`config.mk`:
```
export PLATFORM = sky130hd
export DESIGN_NAME = riscv_core_rob_param
export DESIGN_NICKNAME = d
export VERILOG_FILES = /design/src/rtl/riscv_core_rob_pkg.sv /design/src/rtl/riscv_core_rob_ptr.sv /design/src/rtl/riscv_core_rob_param.sv
export SDC_FILE = /design/constraint.sdc
export NUM_CORES = 1
export LEC_CHECK = 0
export BUFFER_PORTS_ARGS = -buffer_cell sky130_fd_sc_hd__buf_4
export CAP_MARGIN = 20
export CORE_MARGIN = 2
export CORE_UTILIZATION = 55
export CTS_BUF_LIST = sky130_fd_sc_hd__clkbuf_8
export CTS_CLUSTER_DIAMETER = 40
export DETAILED_ROUTE_END_ITERATION = 12
export GPL_ROUTABILITY_DRIVEN = 0
export PLACE_DENSITY = 0.73
export SLEW_MARGIN = 20
export SYNTH_ARGS = -nofsm -noshare
export SYNTH_HDL_FRONTEND = slang
export SYNTH_HIERARCHICAL = 1
export SYNTH_SLANG_ARGS = --single-unit
```
`constraint.sdc`:
```
create_clock -name clk -period 8.92 [get_ports clk]
set_input_delay 0.446 -clock clk [delete_from_list [all_inputs] [get_ports clk]]
set_output_delay 0.446 -clock clk [all_outputs]
set_load 0.01 [all_outputs]
```
`src/rtl/riscv_core_rob_pkg.sv`:
```
`default_nettype none
// ============================================================================
// Module   : riscv_core_rob_pkg
// Purpose  : Shared ROB entry layout, slot-width helper and default sizing.
// Revision : 1.0
// ============================================================================
package riscv_core_rob_pkg;

  localparam int ROB_DEF_DEPTH  = 16;
  localparam int ROB_DEF_PREG_W = 5;
  localparam int ROB_DEF_N_FILL = 2;

  // Per-slot status flags; the destination register index is stored alongside
  // in a PREG_W-wide array because its width is a module parameter.
  typedef struct packed {
    logic valid;
    logic pending;
    logic wen;
    logic exc;
  } rob_flags_t;

  function automatic int rob_slot_w(input int depth);
    return $clog2(depth);
  endfunction

endpackage
`default_nettype wire

```
`src/rtl/riscv_core_rob_ptr.sv`:
```
`default_nettype none
// ============================================================================
// Module   : riscv_core_rob_ptr
// Purpose  : Wrap-bit pointer register with increment and clear.
// Revision : 1.0
// ============================================================================
module riscv_core_rob_ptr #(
  parameter int W = 5
) (
  input  logic         clk,
  input  logic         reset,
  input  logic         i_inc,
  input  logic         i_clear,
  output logic [W-1:0] o_ptr
);

  logic [W-1:0] r_ptr;

  always_ff @(posedge clk) begin
    if (reset || i_clear) begin
      r_ptr <= '0;
    end else if (i_inc) begin
      r_ptr <= r_ptr + W'(1);
    end
  end

  assign o_ptr = r_ptr;

endmodule
`default_nettype wire

```
`src/rtl/riscv_core_rob_param.sv`:
```
`default_nettype none
// ============================================================================
// Module   : riscv_core_rob_param
// Purpose  : Parametrised in-order-commit reorder buffer, N_FILL writebacks.
// Revision : 1.0
// ============================================================================
module riscv_core_rob_param
  import riscv_core_rob_pkg::*;
#(
  parameter  int DEPTH  = ROB_DEF_DEPTH,
  parameter  int PREG_W = ROB_DEF_PREG_W,
  parameter  int N_FILL = ROB_DEF_N_FILL,
  localparam int SLOT_W = rob_slot_w(DEPTH)
) (
  input  logic                     clk,
  input  logic                     reset,
  input  logic                     rob_alloc_req_val,
  output logic                     rob_alloc_req_rdy,
  input  logic                     rob_alloc_req_wen,
  input  logic [PREG_W-1:0]        rob_alloc_req_preg,
  output logic [SLOT_W-1:0]        rob_alloc_resp_slot,
  input  logic [N_FILL-1:0]        rob_fill_val,
  input  logic [N_FILL*SLOT_W-1:0] rob_fill_slot,
  input  logic [N_FILL-1:0]        rob_fill_exc,
  output logic                     rob_commit_val,
  output logic                     rob_commit_wen,
  output logic [SLOT_W-1:0]        rob_commit_slot,
  output logic [PREG_W-1:0]        rob_commit_rf_waddr,
  output logic                     rob_commit_exc,
  output logic                     rob_flush,
  output logic [SLOT_W:0]          rob_count
);

  localparam logic [SLOT_W:0] c_depth_cnt = (SLOT_W+1)'(DEPTH);

  rob_flags_t        r_flags [DEPTH];
  logic [PREG_W-1:0] r_preg  [DEPTH];

  logic [SLOT_W:0]   w_head;
  logic [SLOT_W:0]   w_tail;
  logic [SLOT_W:0]   w_count;
  logic [SLOT_W-1:0] w_head_slot;
  logic [SLOT_W-1:0] w_tail_slot;
  logic              w_full;
  logic              w_commit_val;
  logic              w_commit_exc;
  logic              w_alloc_fire;
  rob_flags_t        w_head_flags;
  logic [DEPTH-1:0]  w_fill_hit;
  logic [DEPTH-1:0]  w_fill_exc;

  riscv_core_rob_ptr #(.W(SLOT_W+1)) u_head_ptr (
    .clk     (clk),
    .reset   (reset),
    .i_inc   (w_commit_val && !w_commit_exc),
    .i_clear (w_commit_exc),
    .o_ptr   (w_head)
  );

  riscv_core_rob_ptr #(.W(SLOT_W+1)) u_tail_ptr (
    .clk     (clk),
    .reset   (reset),
    .i_inc   (w_alloc_fire),
    .i_clear (w_commit_exc),
    .o_ptr   (w_tail)
  );

  assign w_count      = w_tail - w_head;
  assign w_full       = (w_count == c_depth_cnt);
  assign w_head_slot  = w_head[SLOT_W-1:0];
  assign w_tail_slot  = w_tail[SLOT_W-1:0];
  assign w_head_flags = r_flags[w_head_slot];

  // Commit looks only at pre-edge state, so a same-cycle fill cannot retire.
  assign w_commit_val = w_head_flags.valid && !w_head_flags.pending;
  assign w_commit_exc = w_commit_val && w_head_flags.exc;
  assign w_alloc_fire = rob_alloc_req_val && rob_alloc_req_rdy;

  assign rob_alloc_req_rdy   = !w_full && !w_commit_exc;
  assign rob_alloc_resp_slot = w_tail_slot;
  assign rob_commit_val      = w_commit_val;
  assign rob_commit_wen      = w_commit_val && w_head_flags.wen && !w_head_flags.exc;
  assign rob_commit_slot     = w_commit_val ? w_head_slot : '0;
  assign rob_commit_rf_waddr = w_commit_val ? r_preg[w_head_slot] : '0;
  assign rob_commit_exc      = w_commit_exc;
  assign rob_flush           = w_commit_exc;
  assign rob_count           = w_count;

  // Merge all fill lanes into per-slot hit and exception vectors.
  always_comb begin
    w_fill_hit = '0;
    w_fill_exc = '0;
    for (int k = 0; k < N_FILL; k++) begin
      if (rob_fill_val[k]) begin
        w_fill_hit[rob_fill_slot[k*SLOT_W +: SLOT_W]] = 1'b1;
        w_fill_exc[rob_fill_slot[k*SLOT_W +: SLOT_W]] =
          w_fill_exc[rob_fill_slot[k*SLOT_W +: SLOT_W]] | rob_fill_exc[k];
      end
    end
  end

  always_ff @(posedge clk) begin
    if (reset) begin
      for (int s = 0; s < DEPTH; s++) begin
        r_flags[s] <= '0;
        r_preg[s]  <= '0;
      end
    end else if (w_commit_exc) begin
      for (int s = 0; s < DEPTH; s++) begin
        r_flags[s].valid   <= 1'b0;
        r_flags[s].pending <= 1'b0;
      end
    end else begin
      // Stale and duplicate fills miss the valid && pending qualifier.
      for (int s = 0; s < DEPTH; s++) begin
        if (w_fill_hit[s] && r_flags[s].valid && r_flags[s].pending) begin
          r_flags[s].pending <= 1'b0;
          r_flags[s].exc     <= r_flags[s].exc | w_fill_exc[s];
        end
      end
      if (w_commit_val) begin
        r_flags[w_head_slot].valid <= 1'b0;
      end
      if (w_alloc_fire) begin
        r_flags[w_tail_slot] <= '{valid: 1'b1, pending: 1'b1,
                                  wen: rob_alloc_req_wen, exc: 1'b0};
        r_preg[w_tail_slot]  <= rob_alloc_req_preg;
      end
    end
  end

endmodule
`default_nettype wire

```
# == Word-level counts from Yosys, hierarchy flattened ==
# Memory sizes are Yosys's and may differ from the RTL's. A register that Yosys moved wholly into a read port is not among the register bits.
# Cells that the tools add are included.
# totals
reg_bits,10
mem_bits_rw,144
mem_bits_ro,16
input_bits,21
output_inout_bits,23
mem_count,3
# memory_table
name,depth,width,read_ports,rd_ports_with_merged_regs,write_ports,line_no,source
r_preg,16,5,1,1,16,riscv_core_rob_param.sv:37,logic [PREG_W-1:0] r_preg [DEPTH];
r_flags,16,4,17,1,18,riscv_core_rob_param.sv:36,rob_flags_t r_flags [DEPTH];
(no name shown),16,1,1,0,0,riscv_core_rob_param.sv:97,w_fill_exc[rob_fill_slot[k*SLOT_W +: SLOT_W]] | rob_fill_exc[k];
# classes
addsub,3
order_cmp,4
eq_ne,1
n_mux,162
bitwise_logic,84
reduce_logical,47
# ops
operator,n
two-way mux 1 bit,146
bitwise OR 1 bit,82
two-way mux 16 bit,4
logical AND 1 bit,41
two-way mux 4 bit,6
bitwise AND 16 bit,1
bitwise mux 16 bit,1
bitwise OR 16 bit,1
adder 5 x 1 -> 5 bit (second input constant),2
less-than comparator 4 x 5 -> 1 bit (second input constant),2
two-way mux 5 bit,2
demux 1 bit (select 4 bit),2
greater-or-equal comparator 4 x 1 -> 1 bit (second input constant),2
== test 5 bit (second input constant),1
OR reduction 5 bit,1
subtractor 5 bit,1
binary-select mux 1 bit (select 4 bit),1
logical NOT 1 bit,4
logical OR 1 bit,1

# == Logic depth before layout (Yosys ltp) ==
# depth
depth_word,14
depth_mapped,13
depth_no_buf,10

# == Cells and area by module ==
# The synthesis kept the hierarchy.
# by_module_without_submodules
mod,n_inst,cells_per_inst,area_each_um2,seq_area_each_um2
riscv_core_rob_param,1,666,7744.9,3843.7
riscv_core_rob_ptr,2,23,239.0,100.1

# == Worst setup path before layout ==
# No wires, ideal clock.
# synth_path
path_type,reg2reg
start,register u_head_ptr.r_ptr[1] (netlist: u_head_ptr/o_ptr[1])
end,memory r_flags[0][1] in the netlist's numbering (enable)
setup_time_ns,0.316
t_arrival_ns,3.045
required_ns,8.604
slack_ns,5.559
stages_incl_launch_ff,13
n_path_buf,4
period_less_slack_ns,3.361
cell_sequence,dfxtp_1 > buf_6 > buf_6 > clkbuf_1 > inv_1 > ha_1 > nand2_1 > o21ai_0 > xor2_1 > o311ai_1 > nor4b_2 > clkbuf_1 > a21o_1
# synth_rtl
element,line_no,source
start: declaration,riscv_core_rob_ptr.sv:17,logic [W-1:0] r_ptr;
start signal: assignment,riscv_core_rob_ptr.sv:23,r_ptr <= r_ptr + W'(1);
end: declaration,riscv_core_rob_param.sv:36,

==> flow_metrics.tcl <==
set metrics [dict create \
    status "finished, final reports clean" \
    min_path_type "in2reg" \
    drive_above_1_share_pct 20.2 \
    ff2ff_setup_slack_ps 4770 \
    num_vias 6120 \
    grt_pass1_vias 5859 \
    whs_path_depth 2 \
    drtIter0Drc 802 \
    ys_top_cells_by_count "98 x and3_1, 96 x edfxtp_1, 58 x dfxtp_1" \
    post_cts_buffers 0 \
    grt_max_degree 43 \
    crit_path_start_kind "flip-flop" \
    cts_root_buffer "clkbuf_8" \
    synth_edf_count 96 \
    detail-route-antenna-nets 0 \
    track_usage_pct 27.1 \
    ys_top_cells_by_area "edfxtp_1 35%, dfxtp_1 14%, mux4_2 12%, and3_1 7.5%, mux2i_1 2.4%" \
    cp-endpoint "r_preg[5][4]" \
    cts_resized 0 \
    wl_per_cell_um 23.1 \
    ys.warnings.count 6 \
    nFillCells 1144 \
    tightestPinTransition_ps 1020 \
    drv_cap 0 \
    diodes 0 \
    die_h_um 126 \
    cp.arrival_ps 4350 \
    max-vdd-ir-drop_mv 0.111 \
    skew_ps 13.8 \
    drc_errors 0 \
    clock-sinks 154 \
    cp_data_required_time_ps 9110 \
    ctsHoldBuffers 0 \
    r2r-end "r_preg[5][4]" \
    synth_flop_cell "edfxtp_1" \
    syn-cell-area_um2 8220 \
    nets 741 \
    post-route-min-period_ps 4150 \
    rows 44 \
    core-area_um2 14600 \
    timing.hold.ws_ps 445 \
    p_leak_nw 3.44 \
    io_buffers 43 \
    crit_fanout 40 \
    initial_core_util_pct 56.4 \
    syn-instance-count 712 \
    drtPass1Iterations 7 \
    synth.most_common_cell "and3_1" \
    slew_violations 0 \
    crit_type "reg2reg" \
    syn_avg_cell_area_um2 11.5 \
    final-setup-viol-count 0 \
    antenna_found_initial 0 \
    power_density_nw_per_um2 204 \
    finalSetupTns_ps 0 \
    worstSkewPairLatency_ps 460 \
    ys_seq_area_share_pct 49.2 \
    crit_path_end_kind "flip-flop" \
    synth-async-reset-ratio_pct 0 \
    clk_pin_slew_ps 80 \
    numCtsBuffers 17 \
    synth_seq_cells 154 \
    syn_to_final_growth_pct 7.64 \
    post_synth_num_cell_types 49 \
    r2r_start "u_head_ptr/o_ptr[0]" \
    cts_tree "built" \
    fmax_mhz 241 \
    yosys.area.top_type "edfxtp_1" \
    htreeDepth 4 \
    clockBufferDepth 2 \
    hpwlAfterDp_mm 13.9 \
    ios 44 \
    startpoint "u_head_ptr/o_ptr[0]" \
    overflow 0 \
    rsz0062_at_grt "no" \
    post-route-period-util_pct 46.6 \
    drt_wl_total_mm 20.9 \
    die_area_um2 15900 \
    syn_nets 740 \
    slew-limit-headroom_pct 31.0 \
    die_w_um 126 \
    synth_top_area_share_pct 35.1 \
    viasPerCell 6.74 \
    ff2ff_path_depth 8 \
    grt_pass1_wl_mm 33.3 \
    hold_viol 0 \
]
==> cells in the final DEF (no fill, tap or decap), types with 17 or more instances in the layout <==
| cell | Yosys | layout |
|---|---|---|
| buf_4 | 1 | 53 |
| a21oi_1 | 21 | 21 |
| nand2_1 | 47 | 47 |
| o21ai_0 | 17 | 17 |
| dfxtp_1 | 58 | 56 |
| clkbuf_8 | 0 | 17 |
| mux4_2 | 42 | 42 |
| edfxtp_1 | 96 | 96 |
| mux2i_1 | 20 | 20 |
| and3_1 | 98 | 98 |
| nor2_1 | 47 | 43 |
==> area by class of cell <==
cell class / count / area [um^2] / share of cell area, %
clock inverters: 13 / 82.6 / 0.933
inverters: 16 / 60.1 / 0.679
repair buffers: 53 / 398 / 4.50
well taps: 184 / 230 / 2.60
clock buffers: 17 / 234 / 2.64
flip-flops and latches: 154 / 4050 / 45.7
multi-input cells: 471 / 3800 / 42.9
==> how the worst min path moves through the flow <==
stage                                     start              to
after floorplan                   r_flags[1][3]   r_flags[1][3]
after global placement           r_flags[12][3]  r_flags[12][3]
after detailed placement          r_flags[5][3]   r_flags[5][3]
after CTS                 rob_alloc_req_preg[1]    r_preg[5][1]
after global routing      rob_alloc_req_preg[0]    r_preg[5][0]
final                     rob_alloc_req_preg[1]    r_preg[8][1]
==> metal layers <==
metal,global-route usage [%],wire length [um]
met1,39.1,8730
met2,41.1,9780
met3,6.88,2160
met4,7.30,273
met5,0,0
==> where the power goes <==
group          leakage, nW  switching (mW)  internal, mW
clock                0.155           0.267         0.186
combinational         1.82           0.281         0.224
sequential            1.46          0.0580         0.791
total                 3.44           0.606          1.20
==> registers in the layout, summed over array words and instances (netlist names) <==
| signal | flops |
|---|---|
| r_flags | 64 |
| u_tail_ptr/o_ptr | 5 |
| u_head_ptr/o_ptr | 5 |
| r_preg | 80 |
==> worst max-delay path, stage by stage (launching register included) <==
cell and delay, ps:
dfxtp_2 850, buf_4 470, ha_1 260, fa_1 220, xnor2_1 110, or3_1 340, o311ai_1 840, and4bb_4 470
a21o_1 310
==> cell families (layout without fill, tap and decap cells) <==
| group | after synthesis | after routing | share of synthesized area [%] |
|---|---|---|---|
| flip-flops | 154 | 154 | 49.2 |
| AO/OA/AOI/OAI | 126 | 126 | 11.6 |
| XOR/XNOR | 10 | 10 | 1.07 |
| buffers and inverters | 87 | 99 | 5.10 |
| adder cells (fa/ha/maj) | 7 | 7 | 1.16 |
| multiplexers | 67 | 67 | 14.6 |
| AND/OR/NAND/NOR | 261 | 261 | 17.3 |
==> through the flow <==
stage,total power [mW],util [%],instances,worst slack (ps),cell area [um^2]
2_1_floorplan,1.21,-,712,5560,8220
3_3_place_gp,1.35,58.4,878,5000,8530
3_5_place_dp,1.36,58.5,878,4790,8530
4_1_cts,1.80,60.7,908,4750,8850
5_1_grt,1.88,60.7,908,4490,8850
6_report,1.81,60.7,908,4770,8850
No activity file was read; power rests on OpenSTA's default activity.
